===== config.mk =====
export PLATFORM = sky130hd
export DESIGN_NAME = receiver_comp_bank_ctrl
export DESIGN_NICKNAME = d
export VERILOG_FILES = /design/src/rtl/receiver_comp_pkg.sv /design/src/rtl/receiver_comp_bank_ctrl_arb.sv /design/src/rtl/receiver_comp_bank_ctrl.sv
export SDC_FILE = /design/constraint.sdc
export NUM_CORES = 1
export LEC_CHECK = 0
export BUFFER_PORTS_ARGS = -buffer_cell sky130_fd_sc_hd__buf_2
export CAP_MARGIN = 20
export CELL_PAD_IN_SITES_DETAIL_PLACEMENT = 1
export CELL_PAD_IN_SITES_GLOBAL_PLACEMENT = 1
export CORE_UTILIZATION = 33
export DETAILED_ROUTE_END_ITERATION = 12
export HOLD_SLACK_MARGIN = 0.02
export PLACE_DENSITY_LB_ADDON = 0.05
export SLEW_MARGIN = 40
export SYNTH_ARGS = -nofsm -noshare
export SYNTH_HDL_FRONTEND = slang
export SYNTH_SLANG_ARGS = --single-unit
export TNS_END_PERCENT = 20

===== constraint.sdc =====
create_clock -name clk -period 2.3 [get_ports clk]
set_input_delay 0.345 -clock clk [delete_from_list [all_inputs] [get_ports clk]]
set_output_delay 0.345 -clock clk [all_outputs]
set_load 0.02 [all_outputs]

===== src/rtl/receiver_comp_pkg.sv =====
// Shared types for the receiver-compensation bank controller: FSM encoding,
// requester IDs and default widths.
package receiver_comp_pkg;

  localparam int DW_DEF = 16;
  localparam int AW_DEF = 10;

  typedef enum logic [1:0] {
    ST_IDLE    = 2'd0,
    ST_PENDING = 2'd1,
    ST_COMMIT  = 2'd2
  } state_e;

  localparam logic REQ_HOST = 1'b0;
  localparam logic REQ_CAL  = 1'b1;

endpackage


===== src/rtl/receiver_comp_bank_ctrl_arb.sv =====
// rr_arbiter2: two-input round-robin grant, combinational grant with a
// registered priority pointer that moves to the other requester on a grant.
module rr_arbiter2
  import receiver_comp_pkg::*;
(
  input  logic       clk,
  input  logic       reset,
  input  logic       en_i,
  input  logic [1:0] req_i,
  output logic [1:0] gnt_o
);

  logic ptr_q, ptr_d;

  always_comb begin
    gnt_o = 2'b00;
    ptr_d = ptr_q;
    if (en_i) begin
      if (req_i[0] && req_i[1]) begin
        gnt_o[ptr_q] = 1'b1;
        ptr_d        = ~ptr_q;
      end else if (req_i[REQ_HOST]) begin
        gnt_o[REQ_HOST] = 1'b1;
        ptr_d           = REQ_CAL;
      end else if (req_i[REQ_CAL]) begin
        gnt_o[REQ_CAL] = 1'b1;
        ptr_d          = REQ_HOST;
      end
    end
  end

  always_ff @(posedge clk) begin
    if (reset) ptr_q <= REQ_HOST;
    else       ptr_q <= ptr_d;
  end

endmodule


===== src/rtl/receiver_comp_bank_ctrl.sv =====
// Ping-pong coefficient bank controller: active-bank read indexing, shadow-bank
// write arbitration and frame-aligned swap. RECV_COMP_TUSER_SYNC_EN enables tuser resync.
//
// state   | meaning
// IDLE    | no swap outstanding, shadow writes granted
// PENDING | swap requested, waiting for a frame boundary, writes frozen
// COMMIT  | bank flipped this cycle, swap_done asserted, writes frozen
module receiver_comp_bank_ctrl
  import receiver_comp_pkg::*;
#(
  parameter int DW       = DW_DEF,
  parameter int AW       = AW_DEF,
  parameter int DATA_CNT = 1024
) (
  input  logic          clk,
  input  logic          reset,
  input  logic          tvalid_s,
  input  logic          tready_s,
  input  logic          tlast_s,
  input  logic          tuser_s,
  input  logic          host_req,
  input  logic [AW-1:0] host_addr,
  input  logic [DW-1:0] host_data,
  output logic          host_gnt,
  input  logic          cal_req,
  input  logic [AW-1:0] cal_addr,
  input  logic [DW-1:0] cal_data,
  output logic          cal_gnt,
  input  logic          swap_req,
  output logic          swap_pending,
  output logic          swap_done,
  output logic          active_bank,
  output logic [AW:0]   mem_raddr,
  output logic          mem_we,
  output logic [AW:0]   mem_waddr,
  output logic [DW-1:0] mem_wdata,
  output logic [15:0]   frame_cnt
);

  state_e        state_q;
  logic [AW-1:0] idx_q, idx_d;
  logic          in_frame_q, in_frame_d;
  logic          active_bank_q, swap_pending_q, swap_done_q;
  logic          mem_we_q;
  logic [AW:0]   mem_waddr_q;
  logic [DW-1:0] mem_wdata_q;
  logic [15:0]   frame_cnt_q;
  logic          beat, boundary;
  logic [1:0]    req, gnt;

  always_comb begin
    beat       = tvalid_s & tready_s;
    idx_d      = idx_q;
    in_frame_d = in_frame_q;
    boundary   = (beat & tlast_s) | (~in_frame_q & ~beat);
    if (beat) begin
      in_frame_d = ~tlast_s;
      if (tlast_s || idx_q == AW'(DATA_CNT - 1)) idx_d = '0;
      else                                       idx_d = idx_q + 1'b1;
`ifdef RECV_COMP_TUSER_SYNC_EN
      // tuser marks sample 0, so the next read index is 1
      if (tuser_s && !tlast_s) idx_d = AW'(1);
      boundary = boundary | (tuser_s & in_frame_q);
`endif
    end
  end

`ifndef RECV_COMP_TUSER_SYNC_EN
  logic unused_tuser;
  assign unused_tuser = tuser_s;
`endif

  assign req = {cal_req, host_req};

  rr_arbiter2 u_arb (
    .clk   (clk),
    .reset (reset),
    .en_i  (state_q == ST_IDLE),
    .req_i (req),
    .gnt_o (gnt)
  );

  always_ff @(posedge clk) begin
    if (reset) begin
      state_q        <= ST_IDLE;
      idx_q          <= '0;
      in_frame_q     <= 1'b0;
      active_bank_q  <= 1'b0;
      swap_pending_q <= 1'b0;
      swap_done_q    <= 1'b0;
      mem_we_q       <= 1'b0;
      mem_waddr_q    <= '0;
      mem_wdata_q    <= '0;
      frame_cnt_q    <= '0;
    end else begin
      idx_q       <= idx_d;
      in_frame_q  <= in_frame_d;
      swap_done_q <= 1'b0;
      if (beat && tlast_s) frame_cnt_q <= frame_cnt_q + 16'd1;

      case (state_q)
        ST_IDLE: begin
          if (swap_req) begin
            state_q        <= ST_PENDING;
            swap_pending_q <= 1'b1;
          end
        end
        ST_PENDING: begin
          // flip on the boundary edge so the first beat of the new frame reads the new bank
          if (boundary) begin
            state_q       <= ST_COMMIT;
            active_bank_q <= ~active_bank_q;
            swap_done_q   <= 1'b1;
          end
        end
        ST_COMMIT: begin
          state_q        <= ST_IDLE;
          swap_pending_q <= 1'b0;
        end
        default: begin
          state_q        <= ST_IDLE;
          swap_pending_q <= 1'b0;
        end
      endcase

      mem_we_q <= |gnt;
      if (|gnt) begin
        mem_waddr_q <= {~active_bank_q, gnt[REQ_CAL] ? cal_addr : host_addr};
        mem_wdata_q <= gnt[REQ_CAL] ? cal_data : host_data;
      end
    end
  end

  assign host_gnt     = gnt[REQ_HOST];
  assign cal_gnt      = gnt[REQ_CAL];
  assign swap_pending = swap_pending_q;
  assign swap_done    = swap_done_q;
  assign active_bank  = active_bank_q;
  assign mem_raddr    = {active_bank_q, idx_q};
  assign mem_we       = mem_we_q;
  assign mem_waddr    = mem_waddr_q;
  assign mem_wdata    = mem_wdata_q;
  assign frame_cnt    = frame_cnt_q;

endmodule


* After elaboration in Yosys (flattened, before gate mapping)
Cells that the tools add are included.
** Operators by class
- Eq/ne operators :: 4
- Bitwise logic cells :: 10
- Mux-type cells :: 19
- Order comparisons :: 2
- Reductions and logical operators :: 12
- Add/subtract/negate cells :: 2
** Operators with widths (count)
- $mux 10 :: 2
- $add 16x1->16 const B :: 1
- $mux 16 :: 1
- $add 10x1->10 const B :: 1
- $eq 10x10->1 const B :: 1
- $mux 1 :: 9
- $mux 2 :: 4
- $reduce_and 2->1 :: 4
- $not 1->1 :: 6
- $ne 2x2->1 const B :: 2
- $pmux 2 s2 :: 1
- $reduce_or 2->1 :: 2
- $and 1x1->1 :: 3
- $logic_and 1x1->1 :: 3
- $reduce_bool 3->1 :: 1
- $eq 2x1->1 const B :: 1
- $logic_not 2->1 :: 1
- $lt 1x2->1 const B :: 1
- $pmux 1 s2 :: 1
- $demux 1 s1 :: 1
- $ge 1x1->1 const B :: 1
- $logic_or 1x1->1 :: 1
- $or 1x1->1 :: 1
** Word-level totals
- Bits in registers :: 61
- Output and inout bits :: 60
- Bits of input ports :: 61

* Logic depth before layout (Yosys ltp)
Gate-level depths: netlist of run 1.
- Word-level depth :: 7
- Gate-level depth with buffers :: 6
- Mapped depth without buffers :: 5

* Cells and area by module
A second synthesis of run 1 with hierarchy kept.
** Second synthesis, totals
- Cells, all modules :: 315
- Area, all modules :: 2657.5 um^2
** Modules (own cells, without submodules)
- receiver_comp_bank_ctrl :: area each 2602.5 um^2, times used 1, cells an instance 307
- rr_arbiter2 :: area each 55.1 um^2, times used 1, cells an instance 8

* Worst setup path after synthesis of run 1
No wires, ideal clock.
- Kind :: reg2reg
- Start point :: register frame_cnt_q[4] (netlist: frame_cnt[4])
- End point :: register frame_cnt_q[14] (netlist: frame_cnt[14])
- Library setup time :: 71 ps
- Required time :: 2229 ps
- Path buffers :: 0
- Arrival time :: 1863 ps
- Cell stages (with the launch flop) :: 5
- Clock period less this slack :: 1934 ps
- Slack :: 366 ps
- Cell sequence :: dfxtp_1 nand4_4 or4_4 or4_1 a21oi_1
** Between the ends
- Longest elaborated chain between the ends :: 1
** Ends and longest elaborated chain
- from (decl) :: RTL line receiver_comp_bank_ctrl.sv:47 : logic [15:0] frame_cnt_q;
- from (signal assigned) :: RTL line receiver_comp_bank_ctrl.sv:99 : if (beat && tlast_s) frame_cnt_q <= frame_cnt_q + 16'd1;
- $add 16x1->16 :: RTL line receiver_comp_bank_ctrl.sv:99
Every way passes these cells.
A chain may end at the register's enable or synchronous reset.

* Final worst setup path of run 1
- Start point :: register state_q[1]
- End point :: output port cal_gnt
** Between the ends
- Longest elaborated chain between the ends :: 2
** Ends and longest elaborated chain
- from (decl) :: RTL line receiver_comp_bank_ctrl.sv:40 : state_e state_q;
- from (signal assigned) :: RTL line receiver_comp_bank_ctrl.sv:85 : state_q <= ST_IDLE;
- from (signal assigned) :: RTL line receiver_comp_bank_ctrl.sv:104 : state_q <= ST_PENDING;
- from (signal assigned) :: RTL line receiver_comp_bank_ctrl.sv:111 : state_q <= ST_COMMIT;
- $logic_not 2->1 :: RTL line receiver_comp_bank_ctrl.sv:78 : .en_i (state_q == ST_IDLE),
- $mux 2 :: RTL line receiver_comp_bank_ctrl_arb.sv:18 : if (en_i) begin
- to (decl) :: RTL line receiver_comp_bank_ctrl.sv:28 : output logic cal_gnt,
Every way passes these cells.

==> results.toml, run 1 <==
[outcome]
status = "finished, final reports clean"

[floorplan]
io_pins = 121
dieHeight_um = 91.45
die_x_um = 91.45
core_area_um2 = 7727
dieArea_um2 = 8362
start_util = 0.3416
rows = 32

[worst_setup_path]
crit_fanout = 15
arrival_ns = 1.68
critPathRequiredTime_ns = 1.96
critPathKind = "reg -> out"
critical_path.endpoint_type = "output pin"
start_kind = "register"

[synth]
synth.avg_cell_area_um2 = 8.173
synth_cell_types = 39
synth_top_area_frac = 0.4626
syn_nets = 386
async_reset_ff_frac = 0
synth_commonest_cells = "nand2_1 (66), dfxtp_1 (61), nor2_1 (60)"
ys_seq_elements = 61
yosys.area.top_type = "dfxtp_1"
synth_most_common_cell = "nand2_1"
netlist_instances = 323
yosys-top-cells-area = "dfxtp_1 (46%), nand2_1 (9.4%), a311oi_1 (8.6%), nor2_1 (8.5%), xnor2_1 (3.6%)"
synthFlopType = "dfxtp_1"
yosysSeqAreaShare = 0.4626
ys_warn_count = 0
synth_edf_count = 0
syn-cell-area_um2 = 2640

[clocking]
post_cts_buffers = 0
worstSkewPairLatency_ns = 0.33
cts_root_buf = "clkbuf_8"
cts.sinks = 61
htreeDepth = 3
clkTransAtPathRegs_ns = 0.06
ctsHoldBuffers = 0
cts_tree = "yes"
cts_resized = 0
numCtsBuffers = 9
clock_path_buffers = 2

[detailed_routing]
wl_per_cell_um = 13.33
ant_nets = 0
drtIter0Drc = 57
totalWireLength_mm = 7.254
via_per_inst = 4.882
drcViolationCount = 0
via_count = 2656
dr.pass1.iters = 4

[sta]
drv_slew = 0
rsz0062_at_grt = "false"
relSlewSlack = 0.5772
clock.fmax_mhz = 492.8
tightest_slew_ns = 0.6299
whs_ns = 0.2762
finalHoldViolCount = 0
fin_crit_ns = 2.029
fin_crit_sh = 0.8822
finalSetupViolations = 0
skew_ns = 0.004687
setup_tns_ns = 0

[layout]
final_core_util = 0.4501
nets = 501
final_area_um2 = 3478
drive_above_1_share = 0.3258
antenna-diode-count = 0
fillers = 999
synthToLayoutAreaGrowth_pct = 31.75

[global_routing]
grt_pass1_wl_mm = 12.25
antenna_found_initial = 0
overflow = 0
grt_usage = 0.1833
grt_pass1_vias = 2699
grt_max_degree = 55

[flow_run]
maxCapViolCount = 0

[placed_design]
place_congestion = 0.7069
dp_hpwl_mm = 5.224
dpl_cell_area_um2 = 3319
portBuffers = 119

[power]
ir_worst_vdd_mv = 0.3530
leakage_nw = 1.580
p_per_area_nw_per_um2 = 686.5
power_mw = 2.388

[hold_path]
hold_class = "in -> reg"
placed cells by master, fill, tap and decap left out, types with 2 or more instances in the layout:
master	instances
or4_1	2
xnor2_1	11
nand2_1	66
nand4_1	4
nor3_1	10
xor2_1	9
or2_2	2
buf_2	119
dfxtp_1	61
clkinv_2	2
o21ai_0	2
clkbuf_1	3
nor2b_1	2
nor4_1	3
a21oi_1	6
inv_1	3
mux2i_1	2
ha_1	2
nand3_1	11
and4_1	3
buf_4	4
and3_1	3
a311oi_1	26
nor2_1	60
clkbuf_8	10
final timing paths:
kind | from | end | slack [ns] | cells after the start
setup / recovery | state_q[1] | cal_gnt | 0.27 | 4
hold / removal | host_data[5] | mem_wdata[5] | 0.28 | 3
setup reg to reg | frame_cnt[4] | frame_cnt[14] | 0.41 | 4
hold reg to reg | frame_cnt[15] | frame_cnt[15] | 0.49 | 2
metrics by stage:
stage,setup WS (ns),cells
after detailed placement,0.4115,529
after global placement,0.4418,529
after floorplan,0.3664,323
after global routing,0.09578,544
after CTS,0.2283,544
final,0.2710,544
power breakdown:
group          internal [mW]  leakage, nW  switching (mW)  total, mW
logic                  0.157        0.997           0.269      0.426
registers               1.13        0.500          0.0374       1.16
clock network          0.412       0.0833           0.385      0.798
cell type report:
type | instances | area [um^2] | share of cell area
Clock buffer | 13 | 148.9 | 0.04281
Clock inverter | 2 | 10.01 | 0.002878
Inverter | 4 | 15.01 | 0.004317
Multi-Input combinational cell | 239 | 1330 | 0.3824
Sequential cell | 61 | 1221 | 0.3511
Tap cell | 102 | 127.6 | 0.03669
Timing Repair Buffer | 123 | 625.6 | 0.1799
flip-flops by register name, indices dropped and copies added (netlist names):
signal / cells
active_bank: 1
frame_cnt: 16
idx_q: 10
in_frame_q: 1
mem_waddr: 11
mem_wdata: 16
mem_we: 1
state_q: 2
swap_done: 1
swap_pending: 1
u_arb.ptr_q: 1
cell families (layout without fill, tap and decap cells):
logic type	Yosys count	after routing	share of synthesized area
AO/OA/AOI/OAI	41	41	0.1204
multiplexers	3	3	0.01185
buffers and inverters	23	142	0.03412
AND/OR/NAND/NOR	173	173	0.2953
XOR/XNOR	20	20	0.06635
adder cells (fa/ha/maj)	2	2	0.009477
flip-flops	61	61	0.4626
worst max-delay path, stage by stage, from the launching register on:
cell	delay (ns)
dfxtp_1	0.42
nor2_1	0.12
nand3_1	0.13
clkinv_1	0.38
buf_2	0.31
metal layers:
| layer | GRT usage | wire [um] |
|---|---|---|
| met1 | 0.2244 | 3262 |
| met2 | 0.2851 | 3299 |
| met3 | 0.06868 | 593 |
| met4 | 0.08201 | 98 |
| met5 | 0 | 0 |
No activity file was read; power rests on OpenSTA's default activity.
==> run 2: changes to the inputs <==
--- a/config.mk
+++ b/config.mk
@@ -10,6 +10,7 @@
 export CELL_PAD_IN_SITES_DETAIL_PLACEMENT = 1
 export CELL_PAD_IN_SITES_GLOBAL_PLACEMENT = 1
 export CORE_UTILIZATION = 33
+export CTS_BUF_LIST = sky130_fd_sc_hd__clkbuf_16
 export DETAILED_ROUTE_END_ITERATION = 12
 export HOLD_SLACK_MARGIN = 0.02
 export PLACE_DENSITY_LB_ADDON = 0.05
==> run 2 against run 1 <==
Global-route usage grew 0.14 points. Die area unchanged. Core utilization is 1.2 points higher. Clock skew fell by 0.00061 ns. Via count is 0.56% higher. Clock power grew 42%. Hold slack better by 0.013 ns. Register-to-register slack barely moved.
==> results.toml, run 2 (synthesis results as in run 1) <==
[outcome]
status = "finished, final reports clean"

[sta]
rsz0062_at_grt = "false"
relSlewSlack = 0.5720
finalHoldViolCount = 0
skew_ns = 0.004078
drv_slew = 0
finalSetupViolations = 0
setup_tns_ns = 0
tightest_slew_ns = 0.6378
clock.fmax_mhz = 485.2
fin_crit_sh = 0.8960
whs_ns = 0.2888
fin_crit_ns = 2.061

[detailed_routing]
via_per_inst = 4.910
wl_per_cell_um = 13.43
ant_nets = 0
totalWireLength_mm = 7.308
dr.pass1.iters = 3
drtIter0Drc = 41
via_count = 2671
drcViolationCount = 0

[power]
leakage_nw = 1.633
ir_worst_vdd_mv = 0.4567
internal_power_mw = 1.987
swShare = 0.2718
pwr-share-seq = 0.428
p_per_area_nw_per_um2 = 764.4
power.switching_mw = 0.7417
clkPwrFrac = 0.416
comb_power_share = 0.157
power_mw = 2.729

[worst_setup_path]
crit_fanout = 15
start_kind = "register"
critPathSlowestCell = "dfxtp_1"
crit_chain = "nor2_1 -> nand3_1 -> clkinv_1 -> buf_2"
critPathKind = "reg -> out"
critPathMaxStageDelay_ns = 0.43
critPathRequiredTime_ns = 1.96
critical_path.endpoint_type = "output pin"
arrival_ns = 1.72

[placed_design]
portBuffers = 119
dp_hpwl_mm = 5.224
dpl_cell_area_um2 = 3319
place_congestion = 0.7069

[global_routing]
antenna_found_initial = 0
overflow = 0
grt_pass1_wl_mm = 12.31
grt_max_degree = 55
grt_pass1_vias = 2696
grt_usage = 0.1848

[layout]
nets = 501
drive_above_1_share = 0.3235
synthToLayoutAreaGrowth_pct = 35.21
final_cell_mix = "buf_2 (119), nand2_1 (66), dfxtp_1 (61), nor2_1 (60), a311oi_1 (26)"
final_common_cell = "buf_2"
antenna-diode-count = 0
final_core_util = 0.4619
final_area_um2 = 3570

[clocking]
clkTransAtPathRegs_ns = 0.05
cts_tree = "yes"
htreeDepth = 3
cts.sinks = 61
worstSkewPairLatency_ns = 0.31
numCtsBuffers = 9
ctsHoldBuffers = 0
cts_resized = 0
post_cts_buffers = 0
cts_root_buf = "clkbuf_16"
clock_path_buffers = 2

[floorplan]
core_area_um2 = 7727
dieHeight_um = 91.45
die_x_um = 91.45
start_util = 0.3416
io_pins = 121
rows = 32
dieArea_um2 = 8362

[flow_run]
maxCapViolCount = 0

[hold_path]
hold_class = "in -> reg"
run 2: changes by cell type in the layout (fill, tap and decap cells not counted):
cell | before | now
clkbuf_8 | 10 | 0
clkbuf_16 | 0 | 9
clkbuf_1 | 3 | 0
inv_1 | 3 | 6
clkinv_1 | 1 | 2
run 2: cell type report:
class,count,area (um^2)
fillers,990,4158
clock buffers,9,225.2
well taps,102,127.6
repair buffers,123,625.6
multi-input cells,239,1330
clock inverters,6,25.02
flip-flops and latches,61,1221
inverters,4,15.01
run 2: per-stage QoR:
step	instances	setup slack, ns
detailed placement	529	0.4115
finish	544	0.2391
global placement	529	0.4418
global route	544	0.1084
floorplan	323	0.3664
CTS	544	0.2170
run 2: path summary, 6_finish.rpt:
check	endpoint	start	slack (ns)	depth (start not counted)
worst max register to register	frame_cnt[14]	frame_cnt[4]	0.42	4
worst min register to register	frame_cnt[15]	frame_cnt[15]	0.48	2
worst min-delay path	mem_wdata[5]	host_data[5]	0.29	3
worst max-delay path	cal_gnt	state_q[1]	0.24	4
run 2: routing by layer:
layer  global-route usage  wire (um)  vias to the layer above
li1                     -          -                     1347
met1               0.2234       3260                     1233
met2               0.2895       3323                       80
met3              0.07873        630                       11
met4              0.07011         93                        0
met5                    0          0                        -
run 2: power by group through the flow:
stage	combinational, mW	sequential, mW	clock, mW
finish	0.427	1.17	1.13
floorplan	0.187	1.27	0
global route	0.476	1.18	1.22
global placement	0.425	1.18	0
CTS	0.435	1.17	1.16
detailed placement	0.433	1.19	0
run 2: worst max-delay path, delay by kind of cell (launching register included):
family / cells / cell delay [ns]
flops: 1 / 0.43
buf+inv: 2 / 0.69
simple gates: 2 / 0.28
==> run 3: changes to the inputs <==
--- a/config.mk
+++ b/config.mk
@@ -5,6 +5,7 @@
 export SDC_FILE = /design/constraint.sdc
 export NUM_CORES = 1
 export LEC_CHECK = 0
+export ABC_AREA = 1
 export BUFFER_PORTS_ARGS = -buffer_cell sky130_fd_sc_hd__buf_2
 export CAP_MARGIN = 20
 export CELL_PAD_IN_SITES_DETAIL_PLACEMENT = 1
==> run 3 against run 2 <==
Non-clock buffer count decreased by 1. Sequential cell count unchanged. Combinational power fell by 1%. Total power rose by 5.1%. Final area is 5.6% higher. Wire length increased by 5.7%. Hold slack lost 0.027 ns. Critical path type unchanged. Highest routed layer unchanged. Worst setup slack gained 0.22 ns. Count of clock-buffer cells in the layout unchanged. Clock skew up 0.0015 ns.
==> results.toml, run 3 <==
[outcome]
status = "finished, final reports clean"

[detailed_routing]
ant_nets = 0
wl_per_cell_um = 12.94
drtIter0Drc = 59
via_per_inst = 4.745
via_count = 2833
totalWireLength_mm = 7.723
dr.pass1.iters = 4
drcViolationCount = 0

[worst_setup_path]
arrival_ns = 1.50
crit_fanout = 28
reg2reg_depth = 7
critical_path.endpoint_type = "output pin"
start_kind = "register"
critPathKind = "reg -> out"
r2r_end = "mem_wdata[0]"
rr_startpoint = "state_q[1]"
critPathRequiredTime_ns = 1.96
reg2reg_slack_ns = 0.67

[synth]
yosys.area.top_type = "dfxtp_1"
syn_nets = 432
synth_commonest_cells = "nand2_1 (76), dfxtp_1 (61), nand3_1 (39)"
netlist_instances = 369
ys_seq_elements = 61
synth_cell_types = 33
synth.avg_cell_area_um2 = 7.660
yosysSeqAreaShare = 0.4320
ys_warn_count = 0
async_reset_ff_frac = 0
synth_top_area_frac = 0.4320
synth_most_common_cell = "nand2_1"
syn-cell-area_um2 = 2826
yosys-top-cells-area = "dfxtp_1 (43%), nand2_1 (10%), nand3_1 (6.9%), o211ai_1 (5.3%), nor2_1 (4.9%)"
synthFlopType = "dfxtp_1"
synth_edf_count = 0

[clocking]
cts_root_buf = "clkbuf_16"
worstSkewPairLatency_ns = 0.32
cts_tree = "yes"
cts_resized = 0
cts.sinks = 61
htreeDepth = 3
clkTransAtPathRegs_ns = 0.05
clock_path_buffers = 2
numCtsBuffers = 9
ctsHoldBuffers = 0
post_cts_buffers = 0

[placed_design]
dp_hpwl_mm = 5.641
dp_slack_ns = 0.6380
place_congestion = 0.7588
portBuffers = 119
dpl_cell_area_um2 = 3490

[layout]
nets = 550
final_area_um2 = 3771
final_common_cell = "buf_2"
multiInputGateArea_um2 = 1395
drive_above_1_share = 0.3293
antenna-diode-count = 0
final_cell_mix = "buf_2 (119), nand2_1 (76), dfxtp_1 (61), nand3_1 (39), nor2_1 (37)"
synthToLayoutAreaGrowth_pct = 33.42
fillers = 1067
ff_latch_area_um2 = 1221

[global_routing]
grt_pass1_wl_mm = 12.61
grt_max_degree = 29
overflow = 0
grt_pass1_vias = 2751
antenna_found_initial = 0
grt_usage = 0.1817

[hold_path]
hold_class = "in -> reg"
hp-start = "host_addr[5]"
holdPathStages = 3
min_to = "mem_waddr[5]"

[sta]
clock.fmax_mhz = 542.4
fin_ws_ns = 0.4562
relSlewSlack = 0.5628
skew_ns = 0.005551
fin_crit_ns = 1.844
setup_tns_ns = 0
whs_ns = 0.2616
drv_slew = 0
rsz0062_at_grt = "false"
tightest_slew_ns = 0.6542
finalSetupViolations = 0
finalHoldViolCount = 0
fin_crit_sh = 0.8016

[flow_run]
maxCapViolCount = 0

[floorplan]
core_area_um2 = 8258
dieArea_um2 = 8939
rows = 33
start_util = 0.3423
dieHeight_um = 94.55
io_pins = 121
die_x_um = 94.55

[power]
leakage_nw = 1.793
ir_worst_vdd_mv = 0.3439
p_per_area_nw_per_um2 = 760.4
## run 3: cell families (layout without fill, tap and decap cells)
| logic type | Yosys count | in the layout | synth area share |
|---|---|---|---|
| AOI/OAI and AO/OA | 53 | 53 | 0.1306 |
| xor gates and xnor gates | 5 | 5 | 0.01549 |
| adders and majority gates | 2 | 2 | 0.008852 |
| buffers and inverters | 48 | 171 | 0.07437 |
| DFF | 61 | 61 | 0.4320 |
| and+or+nand+nor | 200 | 200 | 0.3386 |
## run 3: layer usage
layer | global-route usage | part of all wire | routed length (um)
met5 | 0 | 0 | 0
met4 | 0.09091 | 0.018 | 138
met3 | 0.05958 | 0.073 | 566
met2 | 0.3092 | 0.48 | 3670
met1 | 0.2028 | 0.43 | 3348
## run 3: metrics by stage
step | std cells | utilization | total power, mW
after global routing | 597 | 0.4567 | 3.019
final | 597 | 0.4567 | 2.868
after CTS | 597 | 0.4567 | 2.915
after global placement | 581 | 0.4226 | 1.609
after floorplan | 369 | - | 1.454
after detailed placement | 581 | 0.4226 | 1.618
## run 3: worst max-delay path by stage
stage	from	endpoint	slack, ns
after global placement	reset	mem_wdata[0]	0.68
after CTS	state_q[1]	cal_gnt	0.43
final	state_q[1]	cal_gnt	0.46
after detailed placement	reset	mem_wdata[0]	0.64
after floorplan	idx_q[0]	idx_q[4]	0.86
after global routing	state_q[1]	cal_gnt	0.33
## run 3: where the power goes
part	leakage [nW]	internal, mW	switching (mW)
Clock	0.141	0.820	0.460
Sequential	0.499	1.13	0.0379
Combinational	1.15	0.153	0.269
Total	1.79	2.10	0.767
## run 3: layout make-up
type | instances | area share
Clock inverter | 7 | 0.01493
Inverter | 33 | 0.03285
Multi-Input combinational cell | 260 | 0.3699
Clock buffer | 9 | 0.05972
Sequential cell | 61 | 0.3238
Tap cell | 105 | 0.03484
Timing Repair Buffer | 122 | 0.1639
## run 3: critical path: stages, from the launching register on
cell and delay (ns):
dfxtp_1 0.33, nor2_4 0.18, nand3_4 0.26, inv_2 0.21, buf_2 0.19
